`config.mk`:
```
export PLATFORM = sky130hd
export DESIGN_NAME = pipeline_hazard_unit_flat
export DESIGN_NICKNAME = d
export VERILOG_FILES = /design/src/rtl/branch_decoder_unit_pkg.sv /design/src/rtl/hazard_unit_pkg.sv /design/src/rtl/pipeline_hazard_unit_if.sv /design/src/rtl/pipeline_hazard_unit_perf_counter.sv /design/src/rtl/pipeline_hazard_unit.sv /design/src/flat_wrapper.sv
export SDC_FILE = /design/constraint.sdc
export NUM_CORES = 1
export LEC_CHECK = 0
export BUFFER_PORTS_ARGS = -buffer_cell sky130_fd_sc_hd__buf_2
export CORE_AREA = 2 2 39 41
export DETAILED_ROUTE_END_ITERATION = 8
export DIE_AREA = 0 0 41 43
export PLACE_DENSITY = 0.75
export SETUP_SLACK_MARGIN = 0.3
export SLEW_MARGIN = 40
export SYNTH_ARGS = -nofsm -noshare
export SYNTH_HDL_FRONTEND = slang
export SYNTH_SLANG_ARGS = --single-unit
```
`constraint.sdc`:
```
create_clock -name vclk -period 1.68
set_input_delay 0.084 -clock vclk [all_inputs]
set_output_delay 0.084 -clock vclk [all_outputs]
set_load 0.03 [all_outputs]
```
`src/rtl/branch_decoder_unit_pkg.sv`:
```
// ---------------------------------------------------------------------------
// branch_decoder_unit_pkg : next-PC select encoding shared with the hazard unit
// Revision: 1.0
// ---------------------------------------------------------------------------
`default_nettype none

package branch_decoder_unit_pkg;

  typedef enum logic [1:0] {
    PcPlus4  = 2'd0,
    PcBranch = 2'd1,
    PcJal    = 2'd2,
    PcJalr   = 2'd3
  } pc_src_t;

endpackage

`default_nettype wire

```
`src/rtl/hazard_unit_pkg.sv`:
```
// ---------------------------------------------------------------------------
// hazard_unit_pkg : hazard class encodings and register-match helper
// Revision: 1.0
// ---------------------------------------------------------------------------
`default_nettype none

package hazard_unit_pkg;

  typedef enum logic [1:0] {
    NoHazard        = 2'd0,
    HazardDecode    = 2'd1,
    HazardExecute   = 2'd2,
    HazardException = 2'd3
  } hazard_t;

  typedef enum logic {
    Rs1Only = 1'b0,
    Rs1Rs2  = 1'b1
  } rs_used_t;

  // x0 is hard-wired to zero, so a write to it never creates a dependency.
  function automatic logic match(input logic [4:0] rs, input logic [4:0] rd,
                                 input logic we, input logic en);
    return (rs == rd) && (rd != 5'd0) && we && en;
  endfunction

endpackage

`default_nettype wire

```
`src/rtl/pipeline_hazard_unit_if.sv`:
```
// ---------------------------------------------------------------------------
// pipeline_hazard_unit_if : pipeline state in, stall/flush controls out
// Optional counters exist when HAZARD_STATS_EN is defined.  Revision: 1.0
// ---------------------------------------------------------------------------
`default_nettype none

interface pipeline_hazard_unit_if
  import hazard_unit_pkg::*, branch_decoder_unit_pkg::*;
  ();

  hazard_t     hazard_type;
  rs_used_t    rs_used;
  pc_src_t     pc_src;
  logic [4:0]  rs1_id;
  logic [4:0]  rs2_id;
  logic [4:0]  rd_ex;
  logic [4:0]  rd_mem;
  logic        reg_we_ex;
  logic        reg_we_mem;
  logic        mem_rd_en_ex;
  logic        mem_rd_en_mem;
  logic        store_id;
  logic        rd_complete_ex;
  logic        stall_if;
  logic        stall_id;
  logic        flush_id;
  logic        flush_ex;
`ifdef HAZARD_STATS_EN
  logic [31:0] stall_count;
  logic [31:0] flush_count;
`endif

  modport master (
    output hazard_type, rs_used, pc_src, rs1_id, rs2_id, rd_ex, rd_mem,
           reg_we_ex, reg_we_mem, mem_rd_en_ex, mem_rd_en_mem, store_id,
           rd_complete_ex,
`ifdef HAZARD_STATS_EN
    input  stall_count, flush_count,
`endif
    input  stall_if, stall_id, flush_id, flush_ex
  );

  modport slave (
    input  hazard_type, rs_used, pc_src, rs1_id, rs2_id, rd_ex, rd_mem,
           reg_we_ex, reg_we_mem, mem_rd_en_ex, mem_rd_en_mem, store_id,
           rd_complete_ex,
`ifdef HAZARD_STATS_EN
    output stall_count, flush_count,
`endif
    output stall_if, stall_id, flush_id, flush_ex
  );

endinterface

`default_nettype wire

```
`src/rtl/pipeline_hazard_unit_perf_counter.sv`:
```
// ---------------------------------------------------------------------------
// hazard_perf_counter : 32-bit enabled event counter, sync reset, wraps.
// Exists only when HAZARD_STATS_EN is defined.  Revision: 1.0
// ---------------------------------------------------------------------------
`default_nettype none

`ifdef HAZARD_STATS_EN
module hazard_perf_counter (
  input  wire logic        clk,
  input  wire logic        rst,
  input  wire logic        i_en,
  output logic [31:0]      o_count
);

  logic [31:0] r_count;

  always_ff @(posedge clk) begin
    if (rst) begin
      r_count <= 32'd0;
    end else if (i_en) begin
      r_count <= r_count + 32'd1;
    end
  end

  assign o_count = r_count;

endmodule
`endif

`default_nettype wire

```
`src/rtl/pipeline_hazard_unit.sv`:
```
// ---------------------------------------------------------------------------
// pipeline_hazard_unit : combinational RAW/load-use hazard detection with
// stall/flush generation; HAZARD_STATS_EN adds stall/flush counters.  Rev 1.0
// ---------------------------------------------------------------------------
`default_nettype none

module pipeline_hazard_unit
  import hazard_unit_pkg::*, branch_decoder_unit_pkg::*;
(
  input  wire logic               clock,
  input  wire logic               reset,
  pipeline_hazard_unit_if.slave   hz
);

  logic [4:0] w_rs2_eff;
  logic       w_hit_rs1;
  logic       w_hit_rs2;
  logic       w_hit;
  logic       w_exception;
  logic       w_redirect;

  // An unused rs2 is steered to x0, which can never match a destination.
  assign w_rs2_eff = (hz.rs_used == Rs1Rs2) ? hz.rs2_id : 5'd0;

  always_comb begin
    w_hit_rs1 = 1'b0;
    w_hit_rs2 = 1'b0;
    case (hz.hazard_type)
      HazardDecode: begin
        w_hit_rs1 = match(hz.rs1_id, hz.rd_ex, hz.reg_we_ex, !hz.rd_complete_ex) ||
                    match(hz.rs1_id, hz.rd_mem, hz.reg_we_mem, hz.mem_rd_en_mem);
        w_hit_rs2 = match(w_rs2_eff, hz.rd_ex, hz.reg_we_ex, !hz.rd_complete_ex) ||
                    match(w_rs2_eff, hz.rd_mem, hz.reg_we_mem, hz.mem_rd_en_mem);
      end
      HazardExecute: begin
        // Store data on rs2 is forwarded later, so it never causes a load-use stall.
        w_hit_rs1 = match(hz.rs1_id, hz.rd_ex, hz.reg_we_ex, hz.mem_rd_en_ex);
        w_hit_rs2 = match(w_rs2_eff, hz.rd_ex, hz.reg_we_ex,
                          hz.mem_rd_en_ex && !hz.store_id);
      end
      default: begin
        w_hit_rs1 = 1'b0;
        w_hit_rs2 = 1'b0;
      end
    endcase
  end

  assign w_hit       = w_hit_rs1 || w_hit_rs2;
  assign w_exception = (hz.hazard_type == HazardException);
  assign w_redirect  = (hz.pc_src != PcPlus4);

  assign hz.stall_if = w_hit;
  assign hz.stall_id = w_hit;
  assign hz.flush_ex = w_hit || w_exception;
  assign hz.flush_id = w_exception || w_redirect;

`ifdef HAZARD_STATS_EN
  hazard_perf_counter u_stall_cnt (
    .clk     (clock),
    .rst     (reset),
    .i_en    (hz.stall_id),
    .o_count (hz.stall_count)
  );

  hazard_perf_counter u_flush_cnt (
    .clk     (clock),
    .rst     (reset),
    .i_en    (hz.flush_ex),
    .o_count (hz.flush_count)
  );
`else
  logic w_unused_clk_rst;
  assign w_unused_clk_rst = clock | reset;
`endif

endmodule

`default_nettype wire

```
`src/flat_wrapper.sv`:
```
// flat-port wrapper written by rule: the top's interface ports become plain ports
module pipeline_hazard_unit_flat import hazard_unit_pkg::*, branch_decoder_unit_pkg::*;
  (clock, reset, hz_hazard_type, hz_rs_used, hz_pc_src, hz_rs1_id, hz_rs2_id, hz_rd_ex, hz_rd_mem, hz_reg_we_ex, hz_reg_we_mem, hz_mem_rd_en_ex, hz_mem_rd_en_mem, hz_store_id, hz_rd_complete_ex, hz_stall_if, hz_stall_id, hz_flush_id, hz_flush_ex);
  pipeline_hazard_unit_if hz_i ();
  input  wire logic clock;
  input  wire logic reset;
  input wire logic [$bits(hz_i.hazard_type)-1:0] hz_hazard_type;
  input wire logic [$bits(hz_i.rs_used)-1:0] hz_rs_used;
  input wire logic [$bits(hz_i.pc_src)-1:0] hz_pc_src;
  input wire logic [$bits(hz_i.rs1_id)-1:0] hz_rs1_id;
  input wire logic [$bits(hz_i.rs2_id)-1:0] hz_rs2_id;
  input wire logic [$bits(hz_i.rd_ex)-1:0] hz_rd_ex;
  input wire logic [$bits(hz_i.rd_mem)-1:0] hz_rd_mem;
  input wire logic [$bits(hz_i.reg_we_ex)-1:0] hz_reg_we_ex;
  input wire logic [$bits(hz_i.reg_we_mem)-1:0] hz_reg_we_mem;
  input wire logic [$bits(hz_i.mem_rd_en_ex)-1:0] hz_mem_rd_en_ex;
  input wire logic [$bits(hz_i.mem_rd_en_mem)-1:0] hz_mem_rd_en_mem;
  input wire logic [$bits(hz_i.store_id)-1:0] hz_store_id;
  input wire logic [$bits(hz_i.rd_complete_ex)-1:0] hz_rd_complete_ex;
  output wire logic [$bits(hz_i.stall_if)-1:0] hz_stall_if;
  output wire logic [$bits(hz_i.stall_id)-1:0] hz_stall_id;
  output wire logic [$bits(hz_i.flush_id)-1:0] hz_flush_id;
  output wire logic [$bits(hz_i.flush_ex)-1:0] hz_flush_ex;
  assign hz_i.hazard_type = hz_hazard_type;
  assign hz_i.rs_used = hz_rs_used;
  assign hz_i.pc_src = hz_pc_src;
  assign hz_i.rs1_id = hz_rs1_id;
  assign hz_i.rs2_id = hz_rs2_id;
  assign hz_i.rd_ex = hz_rd_ex;
  assign hz_i.rd_mem = hz_rd_mem;
  assign hz_i.reg_we_ex = hz_reg_we_ex;
  assign hz_i.reg_we_mem = hz_reg_we_mem;
  assign hz_i.mem_rd_en_ex = hz_mem_rd_en_ex;
  assign hz_i.mem_rd_en_mem = hz_mem_rd_en_mem;
  assign hz_i.store_id = hz_store_id;
  assign hz_i.rd_complete_ex = hz_rd_complete_ex;
  assign hz_stall_if = hz_i.stall_if;
  assign hz_stall_id = hz_i.stall_id;
  assign hz_flush_id = hz_i.flush_id;
  assign hz_flush_ex = hz_i.flush_ex;
  pipeline_hazard_unit u_core (.clock(clock), .reset(reset), .hz(hz_i));
endmodule
```
# After elaboration in Yosys (flattened, before gate mapping)
# Cells that the tools add are included.
# classes
n_eq_ne,7
n_reduce_logical,25
muxes,3
# op_table
operator,count
$eq 5x5->1,4
$logic_and 1x1->1,15
$reduce_bool 5->1,2
$logic_or 1x1->1,5
$mux 5,1
$eq 2x2->1 const B,2
$pmux 1 s2,2
$eq 2x1->1 const B,1
$logic_not 1->1,2
$reduce_bool 2->1,1
# word_totals
out_inout_bits,4
wordCells,35
reg_bits,0

# Logic depth before layout (Yosys ltp)
# Gate-level depths: netlist of the first run.
# depth
word_depth,9
ltp_mapped,7
mapped_depth_nobuf,7

# Least setup slack after synthesis of the first run
# No wires, ideal clock.
# synth_timing
path_type,input port to output port
start,input port hz_rs2_id[1]
end,output port hz_flush_ex
n_path_buf,0
t_required_ns,1.596
cell_stages,6
arrival_time_ns,1.931
setup_slack_ns,-0.335
cell_sequence,nand3b_1 o22ai_1 a22oi_1 or4_4 a311oi_2 or2_1
# synth_between
elab_chain_len,9
elab_cells_between_ends,14
classes_between,eq/ne (2); mux (2); reduce/logical (10)
# synth_lines
element,line_no,rtl
start: declaration,flat_wrapper.sv:11,input wire logic [$bits(hz_i.rs2_id)-1:0] hz_rs2_id;
$mux 5 *,pipeline_hazard_unit.sv:23,assign w_rs2_eff = (hz.rs_used == Rs1Rs2) ? hz.rs2_id : 5'd0;
$eq 5x5->1,hazard_unit_pkg.sv:24,return (rs == rd) && (rd != 5'd0) && we && en;
$logic_and 1x1->1 (3 in series),hazard_unit_pkg.sv:24,
$logic_or 1x1->1,pipeline_hazard_unit.sv:32,"w_hit_rs2 = match(w_rs2_eff, hz.rd_ex, hz.reg_we_ex, !hz.rd_complete_ex) ||"
$pmux 1 s2 *,pipeline_hazard_unit.sv:28,case (hz.hazard_type)
$logic_or 1x1->1 *,pipeline_hazard_unit.sv:48,assign w_hit = w_hit_rs1 || w_hit_rs2;
via hz_stall_id,flat_wrapper.sv:21,output wire logic [$bits(hz_i.stall_id)-1:0] hz_stall_id;
$logic_or 1x1->1 *,pipeline_hazard_unit.sv:54,assign hz.flush_ex = w_hit || w_exception;
end: declaration,flat_wrapper.sv:23,output wire logic [$bits(hz_i.flush_ex)-1:0] hz_flush_ex;
# Mark *: on every way through the listed nets, which the timed path passes. The rest lies on a longest branch.

# Final worst setup path of the first run
# layout_timing
start,input port hz_rd_mem[1]
end,output port hz_flush_ex
# layout_between
elab_chain_len,8
elab_cells_between_ends,15
classes_between,eq/ne (2); mux (2); reduce/logical (11)
# layout_lines
element,line_no,rtl
start: declaration,flat_wrapper.sv:13,input wire logic [$bits(hz_i.rd_mem)-1:0] hz_rd_mem;
$eq 5x5->1 / $reduce_bool 5->1 (equally long branches),hazard_unit_pkg.sv:24,
$logic_and 1x1->1 (3 in series),hazard_unit_pkg.sv:24,
"$logic_or 1x1->1, on equally long branches","pipeline_hazard_unit.sv:30, pipeline_hazard_unit.sv:32",
$pmux 1 s2,pipeline_hazard_unit.sv:28,
$logic_or 1x1->1 *,pipeline_hazard_unit.sv:48,
$logic_or 1x1->1 *,pipeline_hazard_unit.sv:54,
# Mark *: on every way between the ends. The rest lies on a longest branch, timed or not.

==> impl_metrics.py, run 1 <==
metrics = {
    "outcome": {
        "status": "complete, but fails checks",
        "violations": "negative setup slack",
    },
    "sta": {
        "setup_viol": 3,
        "fmax_mhz": 540,
        "layout_min_cycle_time_ns": 1.85,
        "holdWs_ns": 0.503,
        "drv_slew": 0,
        "fin_tns_setup_ns": -0.340,
        "worstMarginPinSlew_ns": 0.335,
        "rsz0062_at_grt": "true",
        "fin_crit_sh_pct": 110,
        "relSlewSlack_pct": 77.4,
        "hold_viol_final": 0,
        "setup_ws_ns": -0.172,
    },
    "worst_setup_path": {
        "critPathMaxFanout": 2,
        "cpMostUsedCell": "buf_6",
        "critPathCaptureType": "primary output",
        "worstSetupPathType": "primary input to primary output",
        "crit_slowest_cell": "or4_4",
        "cp_cell_sequence": "buf_6, or4_4, o211ai_1, nor4_1, a31oi_1, a311oi_4, or2_4, buf_6",
        "cpPeakStageDelay_ns": 0.51,
        "startpoint_type": "primary input",
        "arrival_ns": 1.77,
        "critPathRequiredTime_ns": 1.60,
    },
    "pwr": {
        "ir_drop_mv": 0.118,
        "finalPower_mw": 0.201,
        "p_leak_nw": 0.405,
        "p_per_area_nw_per_um2": 229,
    },
    "synthesis": {
        "synthMuxAreaShare_pct": 0,
        "synth_compound_area_share_pct": 24.4,
        "synth_xor_area_share_pct": 28.2,
        "synth_fa_ha_area_share_pct": 7.56,
        "synth-simple-area-share_pct": 34.5,
        "synth.distinct_cells": 33,
        "netlist_instances": 68,
        "syn-cell-area_um2": 497,
        "seq_area_frac_synth_pct": 0,
        "syn_area_per_cell_um2": 7.30,
        "yosys_warnings": 0,
        "synthesis.nets": 104,
        "synth_top_family_by_area": "simple AND/OR/NAND/NOR gates",
    },
    "die": {
        "die_x_um": 41,
        "fp.dieH_um": 43,
        "io_pins": 37,
        "rows": 14,
        "start_util_pct": 35.9,
        "die-area_um2": 1760,
        "core_um2": 1380,
    },
    "flow_run": {
        "maxCapViolCount": 0,
    },
    "route": {
        "drt-total-wl_mm": 1.48,
        "vias_per_cell": 5.30,
        "firstDrtPassIters": 4,
        "via_count": 700,
        "ant_nets": 0,
        "first_iter_violations": 4,
        "drc": 0,
        "wl_per_cell_um": 11.2,
    },
    "global_route": {
        "grt_pass1_wl_mm": 2.39,
        "antenna_found_initial": 0,
        "grt_use_total_pct": 18.4,
        "grt_max_degree": 9,
        "grt.overflow.total": 0,
        "grt_pass1_vias": 621,
    },
    "placed_design": {
        "io_buffers": 35,
        "place_hpwl_mm": 1.26,
        "pre_cts_slack_ns": -0.223,
        "place_area_um2": 777,
        "gp_congestion": 0.803,
        "dp.cells": 129,
    },
    "finish": {
        "n_fill_cell": 119,
        "design_area_um2": 876,
        "seq_cell_count": 0,
        "final_layout_size_suffix_gt1_share_pct": 50.9,
        "fin_util_pct": 63.3,
        "fin_cells": 132,
        "clkbuf_count": 0,
        "regArea_um2": 0,
        "nNetsFinal": 154,
        "antenna_cells": 0,
        "areaGrowthSynthToFinish_pct": 76.3,
    },
    "min_path": {
        "whs_path_depth": 3,
        "hold_path_class": "primary input to primary output",
    },
    "clocking": {
        "cts_hold_buf": 0,
    },
}
[path summary, 6_finish.rpt]
check	start	to	slack, ns
setup / recovery	hz_rd_mem[1]	hz_flush_ex	-0.17
hold / removal	hz_pc_src[0]	hz_flush_id	0.50
[routing by layer]
layer	track usage (%)	routed length [um]	part of all wire, %
met2	35.9	842	57
met4	0	0	0
met5	0	0	0
met1	21.8	564	38
met3	0	74	5.0
[power by group]
group,internal (mW),switching [mW],total (mW)
clock,0,0,0
sequential,0,0,0
combinational,0.111,0.0893,0.201
[cells in the mapped netlist (all sizes together)]
cell type,count,area (um2)
ha,3,37.5
or3,1,6.26
nor4,2,12.5
o21ai,4,20.0
a211oi,1,7.51
a311oi,2,23.8
a22oi,2,15.0
o22ai,1,6.26
nand3,4,20.0
and3b,1,8.76
buf,2,18.8
xnor2,12,105
a22o,1,8.76
or4,2,18.8
nand4,1,6.26
a31oi,1,6.26
xor2,4,35.0
a31o,2,17.5
inv,2,7.51
or2,1,6.26
o211ai,1,7.51
and4bb,2,25.0
nor4bb,1,10.0
nand2,7,26.3
nor2,5,18.8
a2bb2oi,1,8.76
nand3b,1,7.51
nor3,1,5.00
[cells by family (layout without fill, tap and decap cells)]
family	after synthesis	after routing
compound gates	16	16
xor+xnor	16	16
fa+ha+maj	3	3
buf+inv	4	52
simple gates	29	29
[repair_timing]
| action | in CTS | in global routing |
|---|---|---|
| pin swaps | 5 | 2 |
| endpoints found under the hold margin | 0 | 0 |
| setup endpoints to repair | 3 | 3 |
| resized for setup | 7 | 12 |
| buffers inserted | 1 | 2 |
| cloned | 0 | 0 |
[critical path, delay by kind of cell]
kind,cells,cell delay (ns)
AOI/OAI and AO/OA,3,0.60
and+or+nand+nor,3,0.85
buffers and inverters,2,0.22
[placed cells by master, fill, tap and decap left out, types with 2 or more instances in the layout]
master	count
inv_1	2
nand3_1	4
ha_1	3
a22oi_1	2
nor2_1	5
buf_4	13
or4_4	2
buf_2	28
xnor2_1	12
o21ai_0	4
xor2_1	4
nand2_1	7
nor4_1	2
buf_6	8
[final cells by class]
| type | instances | area (um2) | area share (%) |
|---|---|---|---|
| timing repair buffer | 50 | 343 | 39.1 |
| tap | 16 | 20.0 | 2.29 |
| inverter | 2 | 7.51 | 0.857 |
| multi-input combinational | 64 | 505 | 57.7 |
Note: power is estimated with default switching activity, not from simulation.
==> inputs of run 2 (changes only) <==
--- a/config.mk
+++ b/config.mk
@@ -9,6 +9,7 @@
 export CORE_AREA = 2 2 39 41
 export DETAILED_ROUTE_END_ITERATION = 8
 export DIE_AREA = 0 0 41 43
+export MAX_ROUTING_LAYER = met4
 export PLACE_DENSITY = 0.75
 export SETUP_SLACK_MARGIN = 0.3
 export SLEW_MARGIN = 40
==> run 2 against run 1 <==
Count of clock-buffer cells in the layout unchanged. First-iteration DRC count did not move. Routed wire length unchanged. Critical path type unchanged. Design area did not move. Die area did not move. The flow still finishes with violations (negative setup slack). Final cell count unchanged. Critical endpoint unchanged. Non-clock buffer count did not move. Largest power group unchanged. Critical path depth stayed put. Highest routed layer unchanged. Largest cell class unchanged. Combinational power barely moved.
==> impl_metrics.py, run 2 (same netlist as run 1, synthesis figures left out) <==
metrics = {
    "route": {
        "ant_nets": 0,
        "via_count": 697,
        "drt-total-wl_mm": 1.48,
        "drc": 0,
        "firstDrtPassIters": 4,
        "first_iter_violations": 4,
        "vias_per_cell": 5.28,
        "wl_per_cell_um": 11.2,
    },
    "sta": {
        "relSlewSlack_pct": 77.4,
        "setup_ws_ns": -0.172,
        "layout_min_cycle_time_ns": 1.85,
        "setup_viol": 3,
        "rsz0062_at_grt": "true",
        "drv_slew": 0,
        "hold_viol_final": 0,
        "fmax_mhz": 540,
        "worstMarginPinSlew_ns": 0.335,
        "fin_crit_sh_pct": 110,
    },
    "worst_setup_path": {
        "startpoint_type": "primary input",
        "critPathCaptureType": "primary output",
        "critPathBufInv": 2,
        "crit_slowest_cell": "or4_4",
        "critPathMaxFanout": 2,
        "arrival_ns": 1.77,
        "crit_path_end": "hz_flush_ex",
        "cpMostUsedCell": "buf_6",
        "cpPeakStageDelay_ns": 0.51,
        "cp_cell_sequence": "buf_6, or4_4, o211ai_1, nor4_1, a31oi_1, a311oi_4, or2_4, buf_6",
        "worstSetupPathType": "primary input to primary output",
        "critPathLaunch": "hz_rd_mem[1]",
        "cp.depth": 8,
        "crit_family": "simple AND/OR/NAND/NOR gates",
        "critPathRequiredTime_ns": 1.60,
    },
    "min_path": {
        "whs_path_depth": 3,
        "hold_path_class": "primary input to primary output",
    },
    "finish": {
        "areaGrowthSynthToFinish_pct": 76.3,
        "antenna_cells": 0,
        "layout_common_cells": "28 x buf_2, 13 x buf_4, 12 x xnor2_1, 8 x buf_6, 7 x nand2_1",
        "final_layout_size_suffix_gt1_share_pct": 50.9,
        "fin_util_pct": 63.3,
        "seq_cell_count": 0,
        "regArea_um2": 0,
        "clkbuf_count": 0,
        "nNetsFinal": 154,
        "mostFrequentLayoutCell": "buf_2",
    },
    "global_route": {
        "gr-max-usage-layer": "met2",
        "grt_use_total_pct": 18.8,
        "grt_max_degree": 9,
        "antenna_found_initial": 0,
        "grt_pass1_wl_mm": 2.39,
        "grt_pass1_vias": 617,
        "use_met3_pct": 0,
        "grt.overflow.total": 0,
        "grtUsageMet1_pct": 21.8,
        "gr-usage-met2_pct": 35.9,
    },
    "die": {
        "fp.dieH_um": 43,
        "io_pins": 37,
        "core_um2": 1380,
        "rows": 14,
        "die_x_um": 41,
        "die-area_um2": 1760,
        "start_util_pct": 35.9,
    },
    "pwr": {
        "p_per_area_nw_per_um2": 229,
        "p_leak_nw": 0.405,
        "ir_drop_mv": 0.116,
    },
    "placed_design": {
        "io_buffers": 35,
        "gp_congestion": 0.814,
        "place_hpwl_mm": 1.26,
        "pre_cts_slack_ns": -0.223,
    },
    "outcome": {
        "violations": "negative setup slack",
        "status": "complete, but fails checks",
    },
    "clocking": {
        "cts_hold_buf": 0,
    },
    "flow_run": {
        "maxCapViolCount": 0,
    },
}
-- run 2: worst min-delay path by stage --
| stage | start | end | slack, ns |
|---|---|---|---|
| after detailed placement | hz_pc_src[0] | hz_flush_id | 0.51 |
| final | hz_pc_src[0] | hz_flush_id | 0.50 |
| after global placement | hz_pc_src[0] | hz_flush_id | 0.50 |
| after floorplan | hz_hazard_type[1] | hz_stall_id | 0.38 |
| after CTS | hz_pc_src[0] | hz_flush_id | 0.51 |
| after global routing | hz_pc_src[0] | hz_flush_id | 0.54 |
-- run 2: layer usage --
layer | routed length (um) | vias up
met4 | 0 | 0
met2 | 830 | 23
li1 | - | 355
met3 | 74 | 0
met5 | 0 | -
met1 | 576 | 319
-- run 2: repair_timing --
action | 4_1_cts | 5_1_grt
hold endpoints to repair | 0 | 0
setup endpoints to repair | 3 | 3
buffers inserted | 1 | 2
gates resized for setup | 7 | 12
pin swaps | 5 | 2
-- run 2: cell type report --
cell class	count	area, um2
fillers	118	508
inverters	2	7.51
multi-input cells	64	505
well taps	16	20.0
repair buffers	50	343
-- run 2: per-stage QoR --
step                      hold WS, ns  instance area [um2]  setup TNS [ns]  total power, mW  instances
after floorplan                 0.379                  514          -0.102           0.0886         68
after global placement          0.497                  777          -0.463            0.173        129
after detailed placement        0.506                  777          -0.541            0.178        129
after CTS                       0.505                  810          -0.482            0.184        130
after global routing            0.536                  876          -0.561            0.220        132
final                           0.503                  876          -0.341            0.200        132
-- run 2: power by group --
group	switching, mW	total, mW	internal [mW]
Sequential	0	0	0
Clock	0	0	0
Combinational	0.0892	0.200	0.111
Total	0.0892	0.200	0.111
